**src/rtl/pov_pkg.sv**
```systemverilog
// pov_pkg: key op and state encodings plus default character codes shared across the POV path
package pov_pkg;
   typedef enum logic [2:0] {
      KEY_ADD      = 3'd0,
      KEY_DELETE   = 3'd1,
      KEY_MODIFIER = 3'd2,
      KEY_ENTER    = 3'd3,
      KEY_CLEAR    = 3'd4
   } key_op_t;
   typedef enum logic [1:0] {S_LOAD, S_EDIT, S_COMMIT} state_t;
   localparam logic [7:0] POV_MOD_CHAR     = 8'h2C;
   localparam logic [7:0] POV_ENHE_LO_BASE = 8'h6E;
   localparam logic [7:0] POV_ENHE_LO      = 8'hF1;
   localparam logic [7:0] POV_ENHE_UP_BASE = 8'h4E;
   localparam logic [7:0] POV_ENHE_UP      = 8'hD1;
   localparam logic [7:0] POV_FILL_CHAR    = 8'h20;
endpackage

```
**src/rtl/pov_char_buffer.sv**
```systemverilog
// pov_char_buffer: MAX_LEN x CHAR_W message store, one write port, async reads masked against len
//   clk                      clock
//   we, wr_addr, wr_char     write port
//   len                      current message length (cells at or beyond it read as FILL_CHAR)
//   rd_addr -> rd_char       display/echo read
//   tail_char                buf[len-1], raw; only meaningful when len != 0
module pov_char_buffer
   import pov_pkg::*;
#(
   parameter int CHAR_W = 8,
   parameter int MAX_LEN = 32,
   parameter int LEN_W = $clog2(MAX_LEN + 1),
   parameter logic [CHAR_W-1:0] FILL_CHAR = CHAR_W'(POV_FILL_CHAR)
) (
   input  logic              clk,
   input  logic              we,
   input  logic [LEN_W-1:0]  wr_addr,
   input  logic [CHAR_W-1:0] wr_char,
   input  logic [LEN_W-1:0]  len,
   input  logic [LEN_W-1:0]  rd_addr,
   output logic [CHAR_W-1:0] rd_char,
   output logic [CHAR_W-1:0] tail_char
);
   localparam int AW = $clog2(MAX_LEN);
   logic [CHAR_W-1:0] mem [MAX_LEN];
   logic [LEN_W-1:0] tail_addr;
   assign tail_addr = len - 1'b1;
   always_ff @(posedge clk)
      if (we) mem[wr_addr[AW-1:0]] <= wr_char;
   // any address below len is below MAX_LEN, so the truncated index is exact where it matters
   assign rd_char = rd_addr < len ? mem[rd_addr[AW-1:0]] : FILL_CHAR;
   assign tail_char = mem[tail_addr[AW-1:0]];
endmodule

```
**src/rtl/pov_text_entry_ctrl.sv**
```systemverilog
// pov_text_entry_ctrl: keypad text-entry controller with edit buffer and commit handshake
//   clk, reset (sync, active-high)
//   key_valid/key_ready/key_op/key_char     key event handshake
//   rd_addr -> rd_char                      buffer read, FILL_CHAR at or beyond len
//   len, full, empty                        buffer status
//   changed, err                            one-cycle event result pulses
//   load                                    high while the buffer is being cleared
//   commit_valid/commit_ready/commit_len    finished message handshake
module pov_text_entry_ctrl
   import pov_pkg::*;
#(
   parameter int CHAR_W = 8,
   parameter int MAX_LEN = 32,
   parameter int LEN_W = $clog2(MAX_LEN + 1),
   parameter logic [CHAR_W-1:0] MOD_CHAR = CHAR_W'(POV_MOD_CHAR),
   parameter logic [CHAR_W-1:0] ENHE_LO_BASE = CHAR_W'(POV_ENHE_LO_BASE),
   parameter logic [CHAR_W-1:0] ENHE_LO = CHAR_W'(POV_ENHE_LO),
   parameter logic [CHAR_W-1:0] ENHE_UP_BASE = CHAR_W'(POV_ENHE_UP_BASE),
   parameter logic [CHAR_W-1:0] ENHE_UP = CHAR_W'(POV_ENHE_UP),
   parameter logic [CHAR_W-1:0] FILL_CHAR = CHAR_W'(POV_FILL_CHAR),
   parameter bit CLEAR_ON_COMMIT = 1'b1
) (
   input  logic              clk,
   input  logic              reset,
   input  logic              key_valid,
   output logic              key_ready,
   input  logic [2:0]        key_op,
   input  logic [CHAR_W-1:0] key_char,
   input  logic [LEN_W-1:0]  rd_addr,
   output logic [CHAR_W-1:0] rd_char,
   output logic [LEN_W-1:0]  len,
   output logic              full,
   output logic              empty,
   output logic              changed,
   output logic              err,
   output logic              load,
   output logic              commit_valid,
   input  logic              commit_ready,
   output logic [LEN_W-1:0]  commit_len
);
   state_t state;
   logic accept, is_mod, compose_lo, compose_up, compose, we;
   logic [CHAR_W-1:0] tail_char, wr_char;
   logic [LEN_W-1:0] wr_addr;
   assign full = len == LEN_W'(MAX_LEN);
   assign empty = len == '0;
   assign accept = key_valid & key_ready;
   assign is_mod = key_op == KEY_MODIFIER;
   assign compose_lo = !empty && tail_char == ENHE_LO_BASE;
   assign compose_up = !empty && tail_char == ENHE_UP_BASE;
   assign compose = is_mod & (compose_lo | compose_up);
   // append covers ADD and a modifier with nothing to compose; compose rewrites the last cell
   assign we = accept & (compose | (!full & (key_op == KEY_ADD | is_mod)));
   assign wr_addr = compose ? len - 1'b1 : len;
   assign wr_char = key_op == KEY_ADD ? key_char : compose_lo ? ENHE_LO : compose_up ? ENHE_UP : MOD_CHAR;
   pov_char_buffer #(
      .CHAR_W(CHAR_W), .MAX_LEN(MAX_LEN), .LEN_W(LEN_W), .FILL_CHAR(FILL_CHAR)
   ) u_buf (
      .clk(clk), .we(we), .wr_addr(wr_addr), .wr_char(wr_char), .len(len),
      .rd_addr(rd_addr), .rd_char(rd_char), .tail_char(tail_char)
   );
   always_ff @(posedge clk) begin
      if (reset) begin
         state <= S_LOAD;
         len <= '0;
         key_ready <= 1'b0;
         changed <= 1'b0;
         err <= 1'b0;
         commit_valid <= 1'b0;
         commit_len <= '0;
         load <= 1'b1;
      end else begin
         changed <= 1'b0;
         err <= 1'b0;
         case (state)
            S_LOAD: begin
               len <= '0;
               load <= 1'b0;
               key_ready <= 1'b1;
               state <= S_EDIT;
            end
            S_EDIT: if (accept) case (key_op)
               KEY_ADD, KEY_MODIFIER: begin
                  if (compose) changed <= 1'b1;
                  else if (full) err <= 1'b1;
                  else begin
                     len <= len + 1'b1;
                     changed <= 1'b1;
                  end
               end
               KEY_DELETE: begin
                  if (empty) err <= 1'b1;
                  else begin
                     len <= len - 1'b1;
                     changed <= 1'b1;
                  end
               end
               KEY_ENTER: begin
                  if (empty) err <= 1'b1;
                  else begin
                     commit_len <= len;
                     commit_valid <= 1'b1;
                     key_ready <= 1'b0;
                     state <= S_COMMIT;
                  end
               end
               KEY_CLEAR: begin
                  changed <= !empty;
                  len <= '0;
                  load <= 1'b1;
                  key_ready <= 1'b0;
                  state <= S_LOAD;
               end
               default: err <= 1'b1;
            endcase
            S_COMMIT: if (commit_ready) begin
               commit_valid <= 1'b0;
               if (CLEAR_ON_COMMIT) begin
                  changed <= 1'b1;
                  len <= '0;
                  load <= 1'b1;
                  state <= S_LOAD;
               end else begin
                  key_ready <= 1'b1;
                  state <= S_EDIT;
               end
            end
            default: state <= S_LOAD;
         endcase
      end
   end
endmodule
```
**config.mk**
```make
export PLATFORM = sky130hd
export DESIGN_NAME = pov_text_entry_ctrl
export DESIGN_NICKNAME = d
export VERILOG_FILES = /design/src/rtl/pov_pkg.sv /design/src/rtl/pov_char_buffer.sv /design/src/rtl/pov_text_entry_ctrl.sv
export SDC_FILE = /design/constraint.sdc
export NUM_CORES = 1
export LEC_CHECK = 0
export BUFFER_PORTS_ARGS = -buffer_cell sky130_fd_sc_hd__buf_2
export CORE_ASPECT_RATIO = 0.75
export CORE_MARGIN = 3
export CORE_UTILIZATION = 50
export CTS_BUF_LIST = sky130_fd_sc_hd__clkbuf_4 sky130_fd_sc_hd__clkbuf_8 sky130_fd_sc_hd__clkbuf_16
export DETAILED_ROUTE_END_ITERATION = 7
export PLACE_DENSITY = 0.68
export SLEW_MARGIN = 20
export SYNTH_ARGS = -nofsm -noshare
export SYNTH_HDL_FRONTEND = slang
export SYNTH_SLANG_ARGS = --single-unit
```
**constraint.sdc**
```tcl
create_clock -name clk -period 4.5 [get_ports clk]
set_clock_uncertainty 0.15 [all_clocks]
set_input_delay 1.125 -clock clk [delete_from_list [all_inputs] [get_ports clk]]
set_output_delay 1.125 -clock clk [all_outputs]
set_load 0.005 [all_outputs]
```
==> flow_metrics.py, run 1 <==
metrics = {
    "run_status": {
        "status": "complete, no violations",
    },
    "synthesis": {
        "synth_adder_area_share_pct": 1.03,
        "synth_top_cell_area_share_pct": 57.6,
        "synth_compound_gate_area_share_pct": 6.83,
        "yosys_register_bits": 275,
        "synth_top_family_by_area": "multiplexers",
        "synth_cell_types": 73,
        "netlist_instances": 840,
        "seq_area_frac_synth_pct": 60.4,
        "synthesis.nets": 872,
        "synth_mux_area_share_pct": 19.2,
        "synth_simple_gate_area_share_pct": 9.75,
        "yosysTopAreaCell": "edfxtp_1",
        "async_flop_share_pct": 0,
        "yosys-top-cells-area": "edfxtp_1 (58%), mux4_2 (17%), dfxtp_1 (2.8%), nand4b_1 (1.6%), mux2i_1 (1.6%)",
        "synth.avg_cell_area_sq_um": 15.9,
        "syn_area_sq_um": 13300,
        "synth-edff-count": 256,
        "yosysMostFrequentCell": "edfxtp_1",
        "yosys.area_share.xor_xnor_pct": 0.394,
        "synth_flop_cell": "edfxtp_1",
        "synth_common_cells": "edfxtp_1 (256), mux4_2 (102), nand2_1 (51)",
        "yosys_warnings": 0,
    },
    "timing": {
        "holdWs_ps": 350,
        "finalSetupViolCount": 0,
        "drv_slew": 0,
        "tightestPinTransition_ps": 608,
        "fin_setup_tns_ps": 0,
        "hold_viol": 0,
        "finalWorstPathRequiredPeriod_ps": 4420,
        "worst_slack_ps": 80.2,
        "slew_headroom_pct": 58.7,
        "fmax_ghz": 0.226,
        "grt_setup_unrepaired": "false",
        "finalCritPeriodShare_pct": 98.2,
    },
    "setup_path": {
        "cp_cell_sequence": "buf_4 > buf_12 > buf_4 > mux4_2 > mux4_2 > mux2i_1 > nor2_1 > buf_2",
        "cp_max_fo": 28,
        "crit_path_end_kind": "output port",
        "rr_startpoint": "len[0]",
        "timing.rr.end": "u_buf.mem[7][0]",
        "crit_path_start_kind": "input port",
        "slowest_delay_ps": 490,
        "crit_arrival_ps": 3140,
        "path_class": "input port to output port",
        "r2r_slack_ps": 140,
        "rr_worst_depth": 15,
        "required_ps": 3220,
        "cpMaxStageDelayCell": "mux4_2",
    },
    "clocking": {
        "cts_max_path_buffers": 3,
        "postCtsSetupBuffers": 0,
        "cts_tree": "done",
        "cts_root_buffer": "clkbuf_16",
        "clk_pin_slew_ps": 70,
        "cts_hold_buf": 0,
        "numClockSinks": 275,
        "cts.repair.resized": 1,
        "cts_made_buffers": 27,
        "htree_levels": 1,
        "clock_latency_ps": 560,
    },
    "floorplan": {
        "die_h_um": 147,
        "die_w_um": 195,
        "die-area_sq_um": 28700,
        "start_util_pct": 51.1,
        "io_pins": 48,
        "core_sq_um": 26100,
        "rows": 51,
    },
    "placement": {
        "gp_congestion": 0.961,
        "pre_cts_ws_ps": 57.5,
        "dp.cells": 1288,
        "port_buffers": 47,
        "dpl.hpwl_um": 27200,
        "placed_cell_area_sq_um": 14800,
    },
    "final_layout": {
        "fillers": 1914,
        "stdcell_area_sq_um": 15700,
        "seqCellArea_sq_um": 8070,
        "n_antenna_cell": 0,
        "drive_above_1_share_pct": 33.7,
        "area_growth_pct": 17.5,
        "final-instance-count-excl-fill": 1337,
        "multi_input_area_sq_um": 5030,
        "nets": 1005,
    },
    "drt": {
        "drt-initial-drc-count": 1426,
        "drc": 0,
        "num_vias": 9081,
        "final_antenna_net_count": 0,
        "wirelength_um": 39000,
        "drt_first_pass_iters": 8,
        "routedWlPerCell_um": 29.2,
        "vias_per_cell": 6.79,
    },
    "hold_path": {
        "hp-class": "flop to flop",
        "min_to": "commit_len[5]",
        "min_path_cells": 2,
        "hp-start": "commit_len[5]",
    },
    "global_routing": {
        "first_global_vias": 8665,
        "grtUsageTotal_pct": 27.2,
        "grt_max_degree": 33,
        "grt_pass1_wl_um": 57900,
        "antenna_found_initial": 1,
        "grt_overflow_total": 0,
    },
    "power_and_ir_drop": {
        "sequentialPowerShare_pct": 47.5,
        "switchingPower_uw": 1510,
        "combPwrFrac_pct": 15.1,
        "power.density_nw_per_um2": 378,
        "p_int_uw": 4410,
        "switching_share_pct": 25.5,
        "ir_drop_uv": 326,
        "leakagePower_uw": 0.00526,
        "p_clk_share_pct": 37.4,
    },
    "run": {
        "max_cap_violations": 0,
    },
}
==> cell usage in the layout, fill, tap and decap left out, types with 4 or more instances in the layout <==
cell type	n
mux2i_1	17
mux4_2	102
o221ai_1	12
o22ai_1	5
and2_1	4
clkinv_1	6
a21oi_1	12
nand2b_1	15
o32ai_1	11
edfxtp_1	256
nor4_1	9
mux2i_2	4
clkinvlp_4	4
and3_1	9
buf_2	45
inv_1	18
a211oi_1	19
nand2_1	51
nand3_1	14
nor3_1	14
or3_1	4
nand4_1	6
nor2b_1	8
nor2_1	44
ha_1	10
dfxtp_1	18
buf_12	12
nor4_2	4
o21ai_0	14
clkbuf_16	27
clkbuf_4	6
nand4b_1	25
buf_4	101
==> worst max path at each step <==
| stage | to | from | slack, ps | cells after the start |
|---|---|---|---|---|
| final | rd_char[1] | rd_addr[1] | 80 | 8 |
| after global routing | u_buf.mem[7][1] | len[0] | 7 | 15 |
| after CTS | rd_char[5] | rd_addr[0] | 80 | 6 |
| after detailed placement | u_buf.mem[4][1] | len[0] | 60 | 10 |
| after global placement | u_buf.mem[4][3] | len[0] | 60 | 10 |
| after floorplan | u_buf.mem[11][0] | len[0] | -120 | 14 |
==> power by group through the flow <==
stage	combinational [uW]	sequential [uW]	clock (uW)
floorplan	519	2860	0
global placement	859	2870	0
detailed placement	866	2870	0
CTS	873	2810	2230
global route	941	2810	2360
finish	895	2810	2220
==> registers in the layout, indices dropped and copies added (netlist names) <==
register and cells:
commit_valid 1, state 2, load 1, err 1, key_ready 1, changed 1, u_buf.mem 256, len 6
commit_len 6
==> area by class of cell <==
cell class                 count  share of cell area (%)
sequential                   275                    51.5
multi-input combinational    493                    32.1
timing repair buffer         158                    7.80
clock buffer                  33                    4.60
tap                          344                    2.74
clock inverter                16                   0.894
inverter                      18                   0.431
==> metrics by stage <==
step,power (uW),util (%)
4_1_cts,5920,60.0
2_1_floorplan,3380,-
5_1_grt,6110,60.1
3_3_place_gp,3730,56.7
6_report,5920,60.1
3_5_place_dp,3730,56.7
==> layer usage <==
| layer | up-vias | part of all wire [%] | global-route usage (%) |
|---|---|---|---|
| met1 | 4518 | 40 | 40.3 |
| li1 | 3766 | - | - |
| met3 | 87 | 14 | 9.14 |
| met2 | 706 | 43 | 38.9 |
| met5 | - | 0.35 | 3.20 |
| met4 | 4 | 3.0 | 6.89 |
==> cells by family after synthesis <==
kind of cell / count (synthesis)
simple gates: 228
flops: 275
compound gates: 120
xor+xnor: 6
buf+inv: 72
mux: 128
fa+ha+maj: 11
==> critical path, delay by kind of cell <==
kind | cells | cell delay, ps
mux | 3 | 1170
buf+inv | 4 | 730
simple gates | 1 | 80
Power figures use the tool's default switching activity.
==> run 2, diff against run 1 <==
- PLACE_DENSITY: 0.68 -> 0.66
- clock period: 4.5 -> 4.68 ns (I/O delays scaled with it)
==> run 2 against run 1 <==
  * Sequential share of layout area is 0.49 points higher
  * Sequential cell count stayed put
  * Register-to-register slack better by 100 ps
  * Clock power is 5% higher
  * Non-clock buffer count is 22 lower
  * Critical path depth stayed put
  * Via count is 0.43% lower
  * First-iteration DRC count is 4.6% lower
  * Die area stayed put
  * Sequential power is 4% lower
  * Critical endpoint is now rd_char[3]
  * Largest power group unchanged
==> flow_metrics.py, run 2 (synthesized netlist as in run 1, its figures left out) <==
metrics = {
    "run_status": {
        "status": "complete, no violations",
    },
    "setup_path": {
        "cp_max_fo": 23,
        "path_class": "input port to output port",
        "cp-startpoint": "rd_addr[0]",
        "crit_path_end_kind": "output port",
        "rr_startpoint": "len[0]",
        "rr_worst_depth": 13,
        "crit_arrival_ps": 3170,
        "crit_path_start_kind": "input port",
        "required_ps": 3360,
    },
    "floorplan": {
        "rows": 51,
        "core_sq_um": 26100,
        "start_util_pct": 51.1,
        "die_w_um": 195,
        "die-area_sq_um": 28700,
        "die_h_um": 147,
        "io_pins": 48,
    },
    "clocking": {
        "postCtsSetupBuffers": 0,
        "clk_pin_slew_ps": 60,
        "cts_made_buffers": 28,
        "cts_root_buffer": "clkbuf_16",
        "cts_max_path_buffers": 3,
        "cts_tree": "done",
        "numClockSinks": 275,
        "cts_hold_buf": 0,
        "clock_latency_ps": 550,
        "htree_levels": 1,
    },
    "power_and_ir_drop": {
        "ir_drop_uv": 474,
        "power.density_nw_per_um2": 378,
        "leakagePower_uw": 0.00523,
    },
    "placement": {
        "dpl.hpwl_um": 27600,
        "port_buffers": 47,
        "gp_congestion": 1.01,
    },
    "final_layout": {
        "n_antenna_cell": 0,
        "nets": 984,
        "final_cell_mix": "edfxtp_1 (256), mux4_2 (102), buf_4 (82)",
        "drive_above_1_share_pct": 32.4,
        "postLayoutCoreUtil_pct": 59.5,
        "final_common_cell": "edfxtp_1",
        "area_growth_pct": 16.4,
        "largest_register_ffs": 256,
    },
    "timing": {
        "finalWorstPathRequiredPeriod_ps": 4490,
        "grt_setup_unrepaired": "false",
        "fmax_ghz": 0.223,
        "drv_slew": 0,
        "finalSetupViolCount": 0,
        "slew_headroom_pct": 42.0,
        "tightestPinTransition_ps": 870,
        "finalCritPeriodShare_pct": 95.9,
        "fin_setup_tns_ps": 0,
        "hold_viol": 0,
    },
    "drt": {
        "vias_per_cell": 6.86,
        "num_vias": 9042,
        "wirelength_um": 38900,
        "drt-initial-drc-count": 1360,
        "routedWlPerCell_um": 29.5,
        "final_antenna_net_count": 0,
        "drt_first_pass_iters": 5,
        "drc": 0,
    },
    "global_routing": {
        "antenna_found_initial": 1,
        "grt_pass1_wl_um": 58200,
        "grt_max_degree": 48,
        "grtUsageTotal_pct": 27.1,
        "first_global_vias": 8891,
        "grt_overflow_total": 0,
    },
    "hold_path": {
        "hp-class": "flop to flop",
        "hp-start": "commit_len[2]",
        "min_path_cells": 2,
    },
    "run": {
        "max_cap_violations": 0,
    },
}
-- run 2: worst max-delay path, cell delays in order --
cell	delay (ps)
buf_2	140
buf_12	210
buf_4	350
mux4_2	400
mux4_2	500
mux2i_1	150
nor2_1	90
buf_2	160
-- run 2: through the flow --
| step | setup slack [ps] | hold slack [ps] | cell area (sq um) | instances | power, uW |
|---|---|---|---|---|---|
| 6_report | 191 | 354 | 15500 | 1318 | 5880 |
| 5_1_grt | 49.0 | 384 | 15500 | 1318 | 6060 |
| 4_1_cts | 26.7 | 358 | 15500 | 1318 | 5880 |
| 3_5_place_dp | 48.7 | 339 | 14600 | 1266 | 3560 |
| 3_3_place_gp | 163 | 319 | 14600 | 1266 | 3550 |
| 2_1_floorplan | 0.0944 | 339 | 13300 | 840 | 3250 |
-- run 2: worst paths after layout --
check	to	slack (ps)
hold reg to reg	commit_len[2]	350
setup reg to reg	u_buf.mem[29][6]	240
setup / recovery	rd_char[3]	190
hold / removal	commit_len[2]	350
-- run 2: power breakdown --
group          internal (uW)  total [uW]  switching (uW)
Sequential              2690        2700            16.4
Clock                   1400        2340             947
Combinational            325         833             508
-- run 2: routing by layer --
layer	track usage (%)	wire (um)
met5	0	0
met4	6.10	860
met3	6.33	5160
met2	38.9	16800
met1	42.6	16100
-- run 2: what timing repair did --
item | 4_1_cts | 5_1_grt
resized for setup | 0 | 2
hold endpoints to repair | 0 | 0
setup endpoints to repair | 0 | 16
-- run 2: cell type report --
class	instances	area (sq um)
fill	1928	10600
sequential	275	8070
multi-input combinational	493	5000
timing repair buffer	136	997
clock buffer	35	771
tap	344	430
clock inverter	17	200
inverter	18	67.6
